$ cat src/rtl/anfield_fifo_pkg.sv
// Shared helpers for the synchronous flush FIFO: pointer sizing and the
// elaboration-time depth check.
`ifndef ANFIELD_FIFO_POW2_CHECK
`define ANFIELD_FIFO_POW2_CHECK(val) \
  if (!anfield_fifo_pkg::is_pow2(val)) begin : g_pow2_check \
    $error("sync_flush_fifo: Depth must be a power of two and at least 2"); \
  end
`endif

package anfield_fifo_pkg;

  // Pointer width: index bits plus one wrap bit.
  function automatic int unsigned ptr_width(input int unsigned depth);
    return $clog2(depth) + 1;
  endfunction

  // True for powers of two that are at least 2.
  function automatic bit is_pow2(input int unsigned v);
    return (v >= 2) && ((v & (v - 1)) == 0);
  endfunction

endpackage

$ cat src/rtl/fifo_ptr_ctr.sv
// Wrap-bit pointer register. A clear has priority over an increment.
module fifo_ptr_ctr #(
  parameter int unsigned Width = 3
) (
  input  logic             i_clk,
  input  logic             i_rst_n,
  input  logic             i_inc,
  input  logic             i_clr,
  output logic [Width-1:0] o_ptr
);

  logic [Width-1:0] r_ptr;

  // Pointer state: async reset, synchronous clear, else advance on inc.
  always_ff @(posedge i_clk or negedge i_rst_n) begin
    if (!i_rst_n) begin
      r_ptr <= '0;
    end else if (i_clr) begin
      r_ptr <= '0;
    end else if (i_inc) begin
      r_ptr <= r_ptr + Width'(1);
    end
  end

  assign o_ptr = r_ptr;

endmodule

$ cat src/rtl/sync_flush_fifo.sv
// Synchronous show-ahead FIFO with occupancy, almost-full, overflow/underflow
// pulses and a synchronous flush for pipeline redirects.
module sync_flush_fifo
  import anfield_fifo_pkg::*;
#(
  parameter int unsigned DataWidth       = 64,
  parameter int unsigned Depth           = 4,
  parameter int unsigned AlmostFullLevel = Depth - 1,
  localparam int unsigned PtrW           = ptr_width(Depth)
) (
  input  logic                 i_clk,
  input  logic                 i_rst_n,
  input  logic [DataWidth-1:0] i_wdata,
  input  logic                 i_winc,
  output logic                 o_wfull,
  output logic                 o_walmost_full,
  output logic                 o_woverflow,
  output logic [DataWidth-1:0] o_rdata,
  input  logic                 i_rinc,
  output logic                 o_rempty,
  output logic                 o_runderflow,
  output logic [PtrW-1:0]      o_count,
  input  logic                 i_jump_flag
);

  localparam int unsigned AddrW = PtrW - 1;
  localparam logic [PtrW-1:0] AfLevel = PtrW'(AlmostFullLevel);

  `ANFIELD_FIFO_POW2_CHECK(Depth)

  if (AlmostFullLevel < 1 || AlmostFullLevel > Depth) begin : g_af_check
    $error("sync_flush_fifo: AlmostFullLevel must be in 1..Depth");
  end

  logic [PtrW-1:0]      w_wptr;
  logic [PtrW-1:0]      w_rptr;
  logic [AddrW-1:0]     w_waddr;
  logic [AddrW-1:0]     w_raddr;
  logic                 w_full;
  logic                 w_empty;
  logic                 w_wr_en;
  logic                 w_rd_en;
  logic [PtrW-1:0]      w_count;
  logic                 r_woverflow;
  logic                 r_runderflow;
  logic [DataWidth-1:0] r_mem [Depth];

  assign w_waddr = w_wptr[AddrW-1:0];
  assign w_raddr = w_rptr[AddrW-1:0];

  // Status derived from registered pointers only.
  always_comb begin
    w_empty = (w_wptr == w_rptr);
    w_full  = (w_waddr == w_raddr) && (w_wptr[AddrW] != w_rptr[AddrW]);
    w_count = w_wptr - w_rptr;
  end

  // Accepts; a flush discards any same-cycle read or write.
  always_comb begin
    w_wr_en = i_winc && !w_full && !i_jump_flag;
    w_rd_en = i_rinc && !w_empty && !i_jump_flag;
  end

  fifo_ptr_ctr #(
    .Width (PtrW)
  ) u_wptr (
    .i_clk   (i_clk),
    .i_rst_n (i_rst_n),
    .i_inc   (w_wr_en),
    .i_clr   (i_jump_flag),
    .o_ptr   (w_wptr)
  );

  fifo_ptr_ctr #(
    .Width (PtrW)
  ) u_rptr (
    .i_clk   (i_clk),
    .i_rst_n (i_rst_n),
    .i_inc   (w_rd_en),
    .i_clr   (i_jump_flag),
    .o_ptr   (w_rptr)
  );

  // Storage: cleared on reset so the head reads zero, untouched by a flush.
  always_ff @(posedge i_clk or negedge i_rst_n) begin
    if (!i_rst_n) begin
      for (int i = 0; i < int'(Depth); i++) begin
        r_mem[i] <= '0;
      end
    end else if (w_wr_en) begin
      r_mem[w_waddr] <= i_wdata;
    end
  end

  // Dropped-request pulses, computed from pre-flush flags.
  always_ff @(posedge i_clk or negedge i_rst_n) begin
    if (!i_rst_n) begin
      r_woverflow  <= 1'b0;
      r_runderflow <= 1'b0;
    end else begin
      r_woverflow  <= i_winc && w_full;
      r_runderflow <= i_rinc && w_empty;
    end
  end

  assign o_wfull        = w_full;
  assign o_rempty       = w_empty;
  assign o_count        = w_count;
  assign o_walmost_full = (w_count >= AfLevel);
  assign o_woverflow    = r_woverflow;
  assign o_runderflow   = r_runderflow;
  assign o_rdata        = r_mem[w_raddr];

endmodule

$ cat config.mk
export PLATFORM = sky130hd
export DESIGN_NAME = sync_flush_fifo
export DESIGN_NICKNAME = d
export VERILOG_FILES = /design/src/rtl/anfield_fifo_pkg.sv /design/src/rtl/fifo_ptr_ctr.sv /design/src/rtl/sync_flush_fifo.sv
export SDC_FILE = /design/constraint.sdc
export NUM_CORES = 1
export LEC_CHECK = 0
export CORE_ASPECT_RATIO = 0.8
export CORE_MARGIN = 2
export CORE_UTILIZATION = 45
export CTS_CLUSTER_DIAMETER = 30
export DETAILED_ROUTE_END_ITERATION = 8
export HOLD_SLACK_MARGIN = 0.05
export PLACE_DENSITY = 0.69
export SLEW_MARGIN = 10
export SYNTH_ARGS = -nofsm -noshare
export SYNTH_HDL_FRONTEND = slang
export SYNTH_SLANG_ARGS = --single-unit
$ cat constraint.sdc
create_clock -name i_clk -period 2.7 [get_ports i_clk]
set_input_delay 0.54 -clock i_clk [delete_from_list [all_inputs] [get_ports i_clk]]
set_output_delay 0.54 -clock i_clk [all_outputs]
set_load 0.02 [all_outputs]
* After elaboration in Yosys (flattened, before gate mapping)
Cells that the tools add are included.
** Cells by class
- Add/sub/neg operators :: 3
- $lt $le $gt $ge :: 4
- Equal/unequal tests :: 3
- Muxes and demuxes :: 10
- Bitwise logic cells :: 2
- Reduce and logical (&&, ||, !) cells :: 13
** Operators with widths (number)
- 256-bit bitwise mux :: 1
- 64-bit 2-to-1 mux :: 3
- 64-bit binary-select mux with 2-bit select :: 1
- 64-bit demux with 2-bit select :: 1
- 3-bit 2-to-1 mux :: 4
- 1-bit logical AND :: 8
- 3-bit by 1-bit adder with 3-bit output (second input constant) :: 2
- 3-bit greater-or-equal comparator (second input constant) :: 2
- 2-bit NOT with 3-bit output :: 2
- 2-bit nonzero test :: 2
- 3-bit equality test :: 1
- 3-bit by 2-bit greater-or-equal comparator with 1-bit output (second input constant) :: 1
- 1-bit zero test :: 3
- 3-bit by 1-bit < comparator with 1-bit output (second input constant) :: 1
- 3-bit subtractor :: 1
- 2-bit equality test :: 1
- 1-bit inequality test :: 1
** Word-level totals
- Register bits after elaboration :: 264
- Input port bits :: 69
- Output and inout bits :: 72
- Logic and storage cells :: 43

* Depth between registers and ports, before layout
Gate-level depths: netlist (run 1).
- Depth after elaboration :: 7
- Depth in mapped cells :: 9

* Hierarchy
From an unflattened synthesis (run 1), not the netlist that was laid out.
** Unflattened totals
- Cell total of the unflattened synthesis :: 664
- Area, all modules :: 11599.9 sq um
** Modules (own cells, without submodules)
- sync_flush_fifo :: times used 1, cells each 642, area each 11327.1 sq um, seq. area each 6456.2 sq um
- fifo_ptr_ctr :: times used 2, cells each 11, area each 136.4 sq um, seq. area each 75.1 sq um

* Worst setup path after synthesis (run 1)
OpenSTA, ideal clock, no wires.
- Path type :: reg2reg
- Start :: reg u_rptr.r_ptr[1] (netlist: u_rptr.o_ptr[1])
- End :: reg r_mem[100] in the netlist's numbering
- Setup time :: 0.125 ns
- Data arrival time :: 2.657 ns
- Setup slack :: -0.081 ns
- Stages on the path, launching flop included :: 10
- Path buffers :: 4
- Clock period less this slack :: 2.781 ns
- Cells stage by stage :: dfrtp_1 -> clkbuf_1 -> clkbuf_1 -> inv_1 -> ha_1 -> and2_1 -> buf_2 -> a21oi_2 -> buf_4 -> mux2_2
** On the way
- Cells in the longest elaborated chain, start to end :: 5
** Ends and longest elaborated chain
- start: declaration :: line fifo_ptr_ctr.sv:12 : logic [Width-1:0] r_ptr;
- start signal: assignment :: line fifo_ptr_ctr.sv:21 : r_ptr <= r_ptr + Width'(1);
- 2-bit equality test :: line sync_flush_fifo.sv:54 : w_full = (w_waddr == w_raddr) && (w_wptr[AddrW] != w_rptr[AddrW]);
- 1-bit logical AND :: line sync_flush_fifo.sv:54
- 1-bit zero test :: line sync_flush_fifo.sv:60 : w_wr_en = i_winc && !w_full && !i_jump_flag;
- 1-bit logical AND (2 in series) :: line sync_flush_fifo.sv:60
- end signal: indexed assignment :: line sync_flush_fifo.sv:91 : r_mem[w_waddr] <= i_wdata;
- end: declaration :: line sync_flush_fifo.sv:46 : logic [DataWidth-1:0] r_mem [Depth];
Every way passes these cells.
A chain may end at the register's enable or synchronous reset.

* Worst setup path in the final report (run 1)
- Start :: reg u_rptr.r_ptr[0] (netlist: u_rptr.o_ptr[0])
- End :: out o_rdata[7]
** On the way
- Cells in the longest elaborated chain, start to end :: 4
** Ends and longest elaborated chain
- 2-bit NOT with 3-bit output (not written as such) :: line sync_flush_fifo.sv:112 : assign o_rdata = r_mem[w_raddr];
- 64-bit binary-select mux with 2-bit select :: line sync_flush_fifo.sv:112
- 64-bit 2-to-1 mux (not written as such) (2 in series) :: line sync_flush_fifo.sv:112
- end: declaration :: line sync_flush_fifo.sv:18 : output logic [DataWidth-1:0] o_rdata,
Every way passes these cells. The select of a mux whose other input is x is not followed.

==> impl_results.md, run 1 <==
- GRT overflow: 0
- Post-synth top area share: 56.7%
- H-tree Lvls: 2
- Vias/cell: 5.53
- Most common cell in the synthesized netlist: dfrtp_1
- Rel. slew slack: 58.7%
- First-pass GRT wire length: 43200 microns
- Number of max-cap violations: 0
- Crit path from: u_rptr.o_ptr[0]
- RSZ-0062 raised after global routing: true
- Worst Tran Pin Value: 620 ps
- Mapped Nets: 756
- Vias in the first global route: 7698
- Die Width: 184 microns
- Skew final: 15.1 ps
- Share of flip-flops with an asynchronous set or reset: 100%
- Place WS: 150 ps
- GRT Total Usage: 20.7%
- Area grow syn2layout: 31.9%
- # IOs: 141
- Lkg Pwr: 0.00660 uW
- CP required: 2160 ps
- Detailed Route Iter0 Violations: 294
- Largest net degree at the start of global routing: 80
- Area leader, netlist: dfrtp_1
- Residual DRC: 0
- Die Y: 148 microns
- Pwr dens: 1070 mW/mm^2
- Mapped Cells: 679
- Synth Area per Inst: 17.2 sq um
- Hold Violations, Final: 0
- Hpwl dp: 16000 microns
- Final setup viols: 0
- Reg clk slew, reported paths: 50 ps
- Drt total wl: 27100 microns
- Antenna Cells: 0
- # fillers: 1806
- Post-route minimum period: 2670 ps
- Total power draw: 16500 uW
- Clock Latency Late Sink: 530 ps
- Register area share after synthesis: 56.7%
- Worst EP arrival: 2130 ps
- Synth warnings: 0
- Share of layout cells above drive strength 1: 56.5%
- Via Count: 6775
- Flops & latches, synth: 264
- Nets: 943
- Root buf cell: clkbuf_16
- Synth area leaders: dfrtp_1, mux2_2, mux4_2, buf_6, mux2_1
- Most instantiated cells after synthesis: dfrtp_1, mux2_2, mux4_2
- WL/cell: 22.1 microns
- Initial antenna violation count: 1
- Status: complete, no violations
- Gpl congestion: 0.744
- Routed Antenna Nets: 0
- Setup tns final: 0 ps
- Initial DRT Pass Iterations: 4
- Maximum clock frequency: 375 MHz
- Row Count: 52
- Final Cycle Share: 98.7%
- Final setup margin: 34.1 ps
- CTS tree: built
- Crit Path Class: register to output pin
- Synthesized cell area: 0.0117 sq mm
- Worst Path Max Fanout: 8
- Peak VDD IR: 0.000636 V
- Critical R2R Launch: u_rptr.o_ptr[1]
- CP Launch Type: register
- Clock sinks: 264
- Initial Util: 45.9%
- HP Start: r_mem[137]
- CTS buffer count: 48
- Nature of the critical path endpoint: output pin
- Distinct cells, synth: 35
- IO buf count: 140
- Area of the core: 0.0254 sq mm
- Max Buffers Root-to-Sink: 3
- Multi-input gate area: 0.00475 sq mm
- Sequential Area: 0.00661 sq mm
- Dominant synthesized flop cell: dfrtp_1
- Worst hold path class: register to register
- Max Slew Vio Count: 0
- Final core utilization: 60.6%
- Die Area: 0.0272 sq mm
- EDFF count, synth: 0
==> power by group <==
group | internal (uW) | total [uW] | switching [uW] | leakage (uW)
Sequential | 5270 | 5950 | 680 | 0.00330
Combinational | 2550 | 4460 | 1910 | 0.00249
Clock | 4060 | 6100 | 2040 | 0.000807
Total | 11900 | 16500 | 4630 | 0.00660
==> cells in the final DEF, fill, tap and decap left out, types with 2 or more instances in the layout <==
cell type | netlist | routed
clkbuf_16 | 0 | 51
nand4_1 | 2 | 2
buf_6 | 12 | 6
nor2_1 | 4 | 4
buf_2 | 7 | 29
dfrtp_1 | 264 | 262
dlygate4sd2_1 | 0 | 2
clkdlybuf4s15_1 | 0 | 2
mux2_2 | 248 | 248
ha_1 | 7 | 7
dfrtp_4 | 0 | 2
clkdlybuf4s50_1 | 0 | 70
and2_1 | 3 | 3
clkinvlp_4 | 0 | 7
buf_16 | 0 | 3
clkinv_2 | 0 | 6
clkbuf_8 | 0 | 6
buf_4 | 13 | 14
clkinv_4 | 0 | 9
buf_12 | 0 | 15
mux2_1 | 10 | 10
nand3b_1 | 4 | 4
inv_1 | 7 | 6
clkdlybuf4s15_2 | 0 | 31
a21oi_4 | 2 | 4
mux4_2 | 64 | 64
nand2_1 | 4 | 4
inv_6 | 0 | 3
bufinv_16 | 0 | 6
==> cell type report <==
class                           count  share of cell area [%]
Clock inverter                     31                    2.39
Multi-Input combinational cell    367                    30.9
Tap cell                          324                    2.64
Timing Repair Buffer              178                    12.4
Inverter                            7                   0.171
Clock buffer                       55                    8.52
Sequential cell                   264                    43.0
==> registers in the layout, indices dropped and copies added, names as in the netlist <==
| signal | cells |
|---|---|
| r_mem | 256 |
| u_rptr.o_ptr | 3 |
| o_woverflow | 1 |
| o_runderflow | 1 |
| u_wptr.o_ptr | 3 |
==> per-layer routing <==
metal | wire [microns] | vias up | GRT usage [%]
met5 | 0 | - | 0
met3 | 1310 | 54 | 4.75
met1 | 11300 | 3633 | 26.1
li1 | - | 2925 | -
met4 | 554 | 0 | 6.32
met2 | 14000 | 163 | 35.7
==> what timing repair did <==
item                       4_1_cts  5_1_grt
hold endpoints to repair        73        0
setup buffers                   11        0
gates resized for setup        230       23
gates cloned                     3        2
setup endpoints to repair       69       50
hold buffers                     1        0
==> cells by family (layout without fill, tap and decap cells) <==
family | Yosys count | in the layout | share of synthesized area [%]
adders and majority gates | 8 | 8 | 0.923
and+or+nand+nor | 20 | 20 | 0.945
xor gates and xnor gates | 2 | 2 | 0.150
buffers and inverters | 48 | 271 | 2.81
AOI/OAI and AO/OA | 14 | 14 | 1.11
muxes | 323 | 323 | 37.4
DFF | 264 | 264 | 56.7
==> final timing paths <==
check / endpoint / slack [ps] / cells after the start
max: o_rdata[7] / 30 / 5
min: r_mem[137] / 490 / 1
max reg2reg: r_mem[221] / 410 / 7
min reg2reg: r_mem[137] / 490 / 1
max in group asynchronous: u_rptr.o_ptr[0] / 1180 / 3
min in group asynchronous: r_mem[143] / 600 / 2
==> worst max-delay path: stages, from the launching register on <==
cell	delay (ps)
dfrtp_4	530
buf_12	170
buf_16	150
buf_4	140
mux4_2	430
buf_2	180
==> stage by stage <==
| stage | instance area [sq um] | hold slack (ps) | instances |
|---|---|---|---|
| 3_3_place_gp | 13500 | 463 | 1125 |
| 2_1_floorplan | 11700 | 244 | 679 |
| 3_5_place_dp | 13500 | 478 | 1125 |
| 4_1_cts | 15400 | 490 | 1226 |
| 6_report | 15400 | 488 | 1226 |
| 5_1_grt | 15400 | 512 | 1226 |
Note: power is estimated with default switching activity, not from simulation.
==> run 2: changes to the inputs <==
--- a/config.mk
+++ b/config.mk
@@ -5,13 +5,15 @@
 export SDC_FILE = /design/constraint.sdc
 export NUM_CORES = 1
 export LEC_CHECK = 0
+export CELL_PAD_IN_SITES_DETAIL_PLACEMENT = 2
+export CELL_PAD_IN_SITES_GLOBAL_PLACEMENT = 2
 export CORE_ASPECT_RATIO = 0.8
 export CORE_MARGIN = 2
-export CORE_UTILIZATION = 45
+export CORE_UTILIZATION = 37
 export CTS_CLUSTER_DIAMETER = 30
 export DETAILED_ROUTE_END_ITERATION = 8
 export HOLD_SLACK_MARGIN = 0.05
-export PLACE_DENSITY = 0.69
+export PLACE_DENSITY_LB_ADDON = 0.1
 export SLEW_MARGIN = 10
 export SYNTH_ARGS = -nofsm -noshare
 export SYNTH_HDL_FRONTEND = slang
==> run 2 against run 1 <==
- cell count up 9.5%
- total power up 8.7%
- global-route usage down 0.96 points
- sequential cell count unchanged
- combinational power up 2%
- first-iteration DRC count down 41%
- register-to-register slack about the same
- non-clock buffer count up 1
- via count up 1.4%
- critical endpoint is now o_rdata[44]
- highest routed layer is now met5
==> impl_results.md, run 2 (synthesized netlist as in run 1, its figures left out) <==
- Status: complete, no violations
- WHS: 486 ps
- Worst Path Max Fanout: 7
- Vias in the first global route: 8420
- Drt total wl: 31300 microns
- Area grow syn2layout: 35.9%
- Initial DRT Pass Iterations: 4
- Die Y: 163 microns
- Crit path cell chain: buf_6 -> clkbuf_16 -> buf_12 -> mux4_2 -> buf_6
- Die Width: 202 microns
- Crit Path Class: register to output pin
- Die Area: 0.0329 sq mm
- Gpl congestion: 0.700
- Root buf cell: clkbuf_16
- Final Cycle Share: 99.9%
- Max Buffers Root-to-Sink: 3
- Fin cells: 1343
- Peak VDD IR: 0.000768 V
- Routed Antenna Nets: 0
- Maximum clock frequency: 371 MHz
- Worst hold path class: register to register
- Hold Violations, Final: 0
- Detailed Route Iter0 Violations: 174
- Area of the core: 0.0312 sq mm
- Via Count: 6868
- Max Slew Vio Count: 0
- Largest net degree at the start of global routing: 69
- Most common cell after layout, fill and taps aside: dfrtp_1
- WL/cell: 23.3 microns
- First-pass GRT wire length: 49800 microns
- RSZ-0062 raised after global routing: true
- Initial antenna violation count: 1
- Most Frequent Cell on Critical Path: buf_6
- GRT overflow: 0
- Number of max-cap violations: 0
- Pwr dens: 1130 mW/mm^2
- CP Launch Type: register
- # IOs: 141
- Clock sinks: 264
- Setup tns final: 0 ps
- Final setup viols: 0
- Placed insts: 1221
- Nature of the critical path endpoint: output pin
- Rel. slew slack: 66.8%
- Clock Latency Late Sink: 560 ps
- Skew final: 9.24 ps
- Biggest register: r_mem
- Commonest non-fill, non-tap cells in the layout: dfrtp_1, mux2_2, clkdlybuf4s50_1
- Total power draw: 18000 uW
- Post-route minimum period: 2700 ps
- CP peak stage delay: 520 ps
- CTS tree: built
- Residual DRC: 0
- Max reg flops: 256
- Hpwl dp: 18100 microns
- H-tree Lvls: 2
- Reg clk slew, reported paths: 50 ps
- CP required: 2160 ps
- Final setup margin: 1.61 ps
- Lkg Pwr: 0.00683 uW
- Nets: 953
- IO buf count: 140
- Row Count: 58
- Share of layout cells above drive strength 1: 55.5%
- CTS buffer count: 57
- Initial Util: 37.3%
- Vias/cell: 5.11
- Worst path slowest cell: mux4_2
- Place WS: 153 ps
- Worst EP arrival: 2160 ps
- Worst Tran Pin Value: 499 ps
- GRT Total Usage: 19.7%
## run 2: cell types whose count changed in the layout (fill, tap and decap cells not counted), sizes merged, moves of 2 or more
cell / before / now
bufinv: 6 / 10
dlygate4sd2: 2 / 14
clkdlybuf4s15: 33 / 5
inv: 10 / 12
clkbuf: 58 / 75
buf: 68 / 85
clkinv: 15 / 11
## run 2: through the flow
step | cell area, sq um | util [%]
6_report | 15800 | 50.8
4_1_cts | 15600 | 50.1
3_5_place_dp | 13700 | 43.8
3_3_place_gp | 13700 | 43.8
5_1_grt | 15800 | 50.7
2_1_floorplan | 11700 | -
## run 2: layout make-up
cell class	instances	area [sq um]
timing repair buffer	179	1840
fill	2769	15400
multi-input combinational	367	4750
sequential	264	6610
clock inverter	34	478
tap	420	526
antenna	1	2.50
clock buffer	71	1600
inverter	7	26.3
## run 2: what timing repair did
item,CTS,global route
endpoints found under the hold margin,55,0
hold buffers,1,0
setup buffers,3,8
gates resized for setup,220,56
cloned,2,2
endpoints found under the setup margin,69,50
## run 2: final timing paths
check                                start           to  slack (ps)  cells after the start
max                        u_rptr.o_ptr[0]  o_rdata[44]           2                      5
min                             r_mem[194]   r_mem[194]         490                      1
max reg2reg                u_rptr.o_ptr[1]    r_mem[91]         400                      7
min reg2reg                     r_mem[194]   r_mem[194]         490                      1
max in group asynchronous          i_rst_n    r_mem[54]        1360                      3
min in group asynchronous          i_rst_n   r_mem[112]         510                      2
## run 2: report_power, final
group / internal (uW) / switching, uW
Sequential: 5280 / 725
Clock: 5140 / 2240
Combinational: 2550 / 2020
Total: 13000 / 4980
## run 2: layer usage
metal | share of wire (%) | GRT usage (%) | vias to the layer above | wire length, microns
met3 | 4.7 | 4.88 | 48 | 1470
met4 | 1.8 | 5.57 | 2 | 551
met5 | 0.038 | 0 | - | 12
met2 | 53 | 34.8 | 143 | 16500
met1 | 41 | 24.1 | 3718 | 12800
li1 | - | - | 2957 | -
## run 2: worst max-delay path: cells and delay by family (launching register included)
family / cells / cell delay (ps)
multiplexers: 1 / 520
buffers and inverters: 4 / 590
flip-flops: 1 / 480
==> run 3: changes to the inputs <==
--- a/config.mk
+++ b/config.mk
@@ -12,9 +12,11 @@
 export CORE_UTILIZATION = 37
 export CTS_CLUSTER_DIAMETER = 30
 export DETAILED_ROUTE_END_ITERATION = 8
+export GPL_ROUTABILITY_DRIVEN = 0
 export HOLD_SLACK_MARGIN = 0.05
 export PLACE_DENSITY_LB_ADDON = 0.1
-export SLEW_MARGIN = 10
+export REMOVE_ABC_BUFFERS = 1
+export SLEW_MARGIN = 25
 export SYNTH_ARGS = -nofsm -noshare
 export SYNTH_HDL_FRONTEND = slang
 export SYNTH_SLANG_ARGS = --single-unit
==> run 3 against run 2 <==
- the flow now finishes with violations (setup timing)
- first-iteration DRC count rose by 25%
- clock power decreased by 3.4%
- clock skew grew 3.9 ps
- maximum frequency is 0.43% lower
- sequential power is essentially flat
- utilization down 0.64 points
- die area did not move
- clock-buffer cell count rose by 14
- cell count down 0.37%
- hold slack got worse by 6.2 ps
- sequential share of layout area increased by 0.53 points
- sequential cell count unchanged
- critical path type unchanged
- largest power group unchanged
==> impl_results.md, run 3 (synthesized netlist as in run 1, its figures left out) <==
- Status: complete, but fails checks
- Failing checks: setup timing
- Nets: 950
- Maximum clock frequency: 369 MHz
- Internal power: 12700 uW
- Die Area: 0.0329 sq mm
- Place WS: 121 ps
- # fillers: 2798
- Finished Cell Area: 0.0156 sq mm
- Sequential share of power: 34.1%
- Logic pwr share: 25.4%
- IO buf count: 140
- Die Y: 163 microns
- GRT Total Usage: 20.6%
- Crit Path Class: register to output pin
- RSZ-0062 raised after global routing: true
- GRT overflow: 0
- Final setup viols: 1
- Crit path cell chain: buf_12 -> ha_4 -> inv_2 -> fa_2 -> a21o_1 -> buf_6
- Busiest layer in global routing: met2
- Die Width: 202 microns
- Vias/cell: 5.09
- Worst Tran Pin Value: 467 ps
- Initial antenna violation count: 2
- RR Endpoint: r_mem[51]
- Number of max-cap violations: 0
- Placed cell area: 0.0136 sq mm
- Residual DRC: 0
- Area grow syn2layout: 34.2%
- Clock sinks: 264
- Final setup margin: -10.1 ps
- Detailed Route Iter0 Violations: 218
- Sw power: 4970 uW
- Lkg Pwr: 0.00676 uW
- Share of layout cells above drive strength 1: 57.0%
- Rel. slew slack: 68.9%
- CP required: 2160 ps
- Max reg flops: 256
- R2R setup slack: 400 ps
- Post-route minimum period: 2710 ps
- M3 GR Usage: 4.84%
- CTS buffer count: 60
- Most common cell after layout, fill and taps aside: dfrtp_1
- Via Count: 6815
- Drt total wl: 32600 microns
- Skew final: 13.2 ps
- Antenna Cells: 0
- GR Util met2: 36.7%
- WL/cell: 24.4 microns
- Hpwl dp: 18500 microns
- Hold Violations, Final: 0
- Nature of the critical path endpoint: output pin
- Worst path slowest cell: dfrtp_4
- Initial DRT Pass Iterations: 4
- Largest net degree at the start of global routing: 85
- Biggest register: r_mem
- CTS tree: built
- Critical path's top delay family: adder cells
- Max Slew Vio Count: 0
- CP peak stage delay: 510 ps
- Commonest non-fill, non-tap cells in the layout: dfrtp_1, mux2_2, clkdlybuf4s50_1
- CP bufs+invs: 3
- Clock Latency Late Sink: 570 ps
- Peak VDD IR: 0.000510 V
- Total power draw: 17700 uW
- Worst hold path class: input port to asynchronous set/reset pin
- Critical R2R Launch: u_rptr.o_ptr[1]
- First-pass GRT wire length: 51400 microns
- Clk network pwr share: 40.4%
- # IOs: 141
- Routed Antenna Nets: 0
- Area of the core: 0.0312 sq mm
- Final Cycle Share: 100%
- Worst EP arrival: 2170 ps
- Vias in the first global route: 8460
- Pwr dens: 1130 mW/mm^2
- Row Count: 58
- Switch share: 28.2%
- CP Launch Type: register
- R2R depth: 7
- Reg clk slew, reported paths: 40 ps
- Met1 Use GR: 25.0%
- Root buf cell: clkbuf_16
- Worst Path Max Fanout: 3
- Max Buffers Root-to-Sink: 3
- Initial Util: 37.3%
- H-tree Lvls: 2
==> run 3: cell types whose count changed in the layout (fill, tap and decap cells not counted), moves of 5 or more <==
cell	delta
buf_2	+28
inv_6	-5
clkinv_2	+5
clkbuf_8	+7
clkbuf_1	+5
clkdlybuf4s15_1	-5
buf_4	-8
buf_6	-9
dlygate4sd2_1	-14
bufinv_16	-5
==> run 3: cell type report <==
cell class	instances	area [sq um]	area share (%)
flip-flops and latches	264	6610	42.3
multi-input cells	367	4760	30.4
clock buffers	85	1770	11.3
repair buffers	173	1700	10.9
well taps	420	526	3.36
clock inverters	22	251	1.61
inverters	7	26.3	0.168
==> run 3: per-stage QoR <==
stage,utilization (%),setup TNS [ps],hold WS [ps],cells
after global routing,50.1,-188,493,1338
after floorplan,-,-795540,244,638
after global placement,43.7,0,463,1217
after detailed placement,43.7,0,474,1217
final,50.1,-10.1,480,1338
after CTS,50.1,-93.9,471,1336
==> run 3: metal layers <==
metal	vias up	wire length, microns
li1	2944	-
met1	3674	13500
met2	134	17000
met3	59	1410
met4	4	666
met5	-	30
==> run 3: worst max path at each step <==
stage	startpoint	depth (start not counted)	slack [ps]	end
floorplan	u_rptr.o_ptr[0]	4	-3080	r_mem[0]
global placement	u_wptr.o_ptr[0]	7	150	o_walmost_full
detailed placement	u_wptr.o_ptr[0]	7	120	o_walmost_full
CTS	u_rptr.o_ptr[0]	6	-70	o_walmost_full
global route	u_rptr.o_ptr[0]	6	-70	o_walmost_full
finish	u_rptr.o_ptr[0]	6	-10	o_walmost_full
==> run 3: power groups by stage <==
stage | clock [uW] | combinational [uW] | sequential (uW)
2_1_floorplan | 0 | 2860 | 5850
3_3_place_gp | 0 | 4510 | 5830
3_5_place_dp | 0 | 4660 | 6040
4_1_cts | 7300 | 4560 | 6030
5_1_grt | 7530 | 4850 | 6190
6_report | 7130 | 4490 | 6030
==> run 3: timing repair <==
| item | CTS | global route |
|---|---|---|
| pin swaps | 2 | 2 |
| gates resized for setup | 297 | 12 |
| cloned | 3 | 2 |
| hold buffers | 1 | 0 |
| hold endpoints to repair | 47 | 0 |
| setup buffers | 8 | 0 |
| setup endpoints to repair | 69 | 16 |
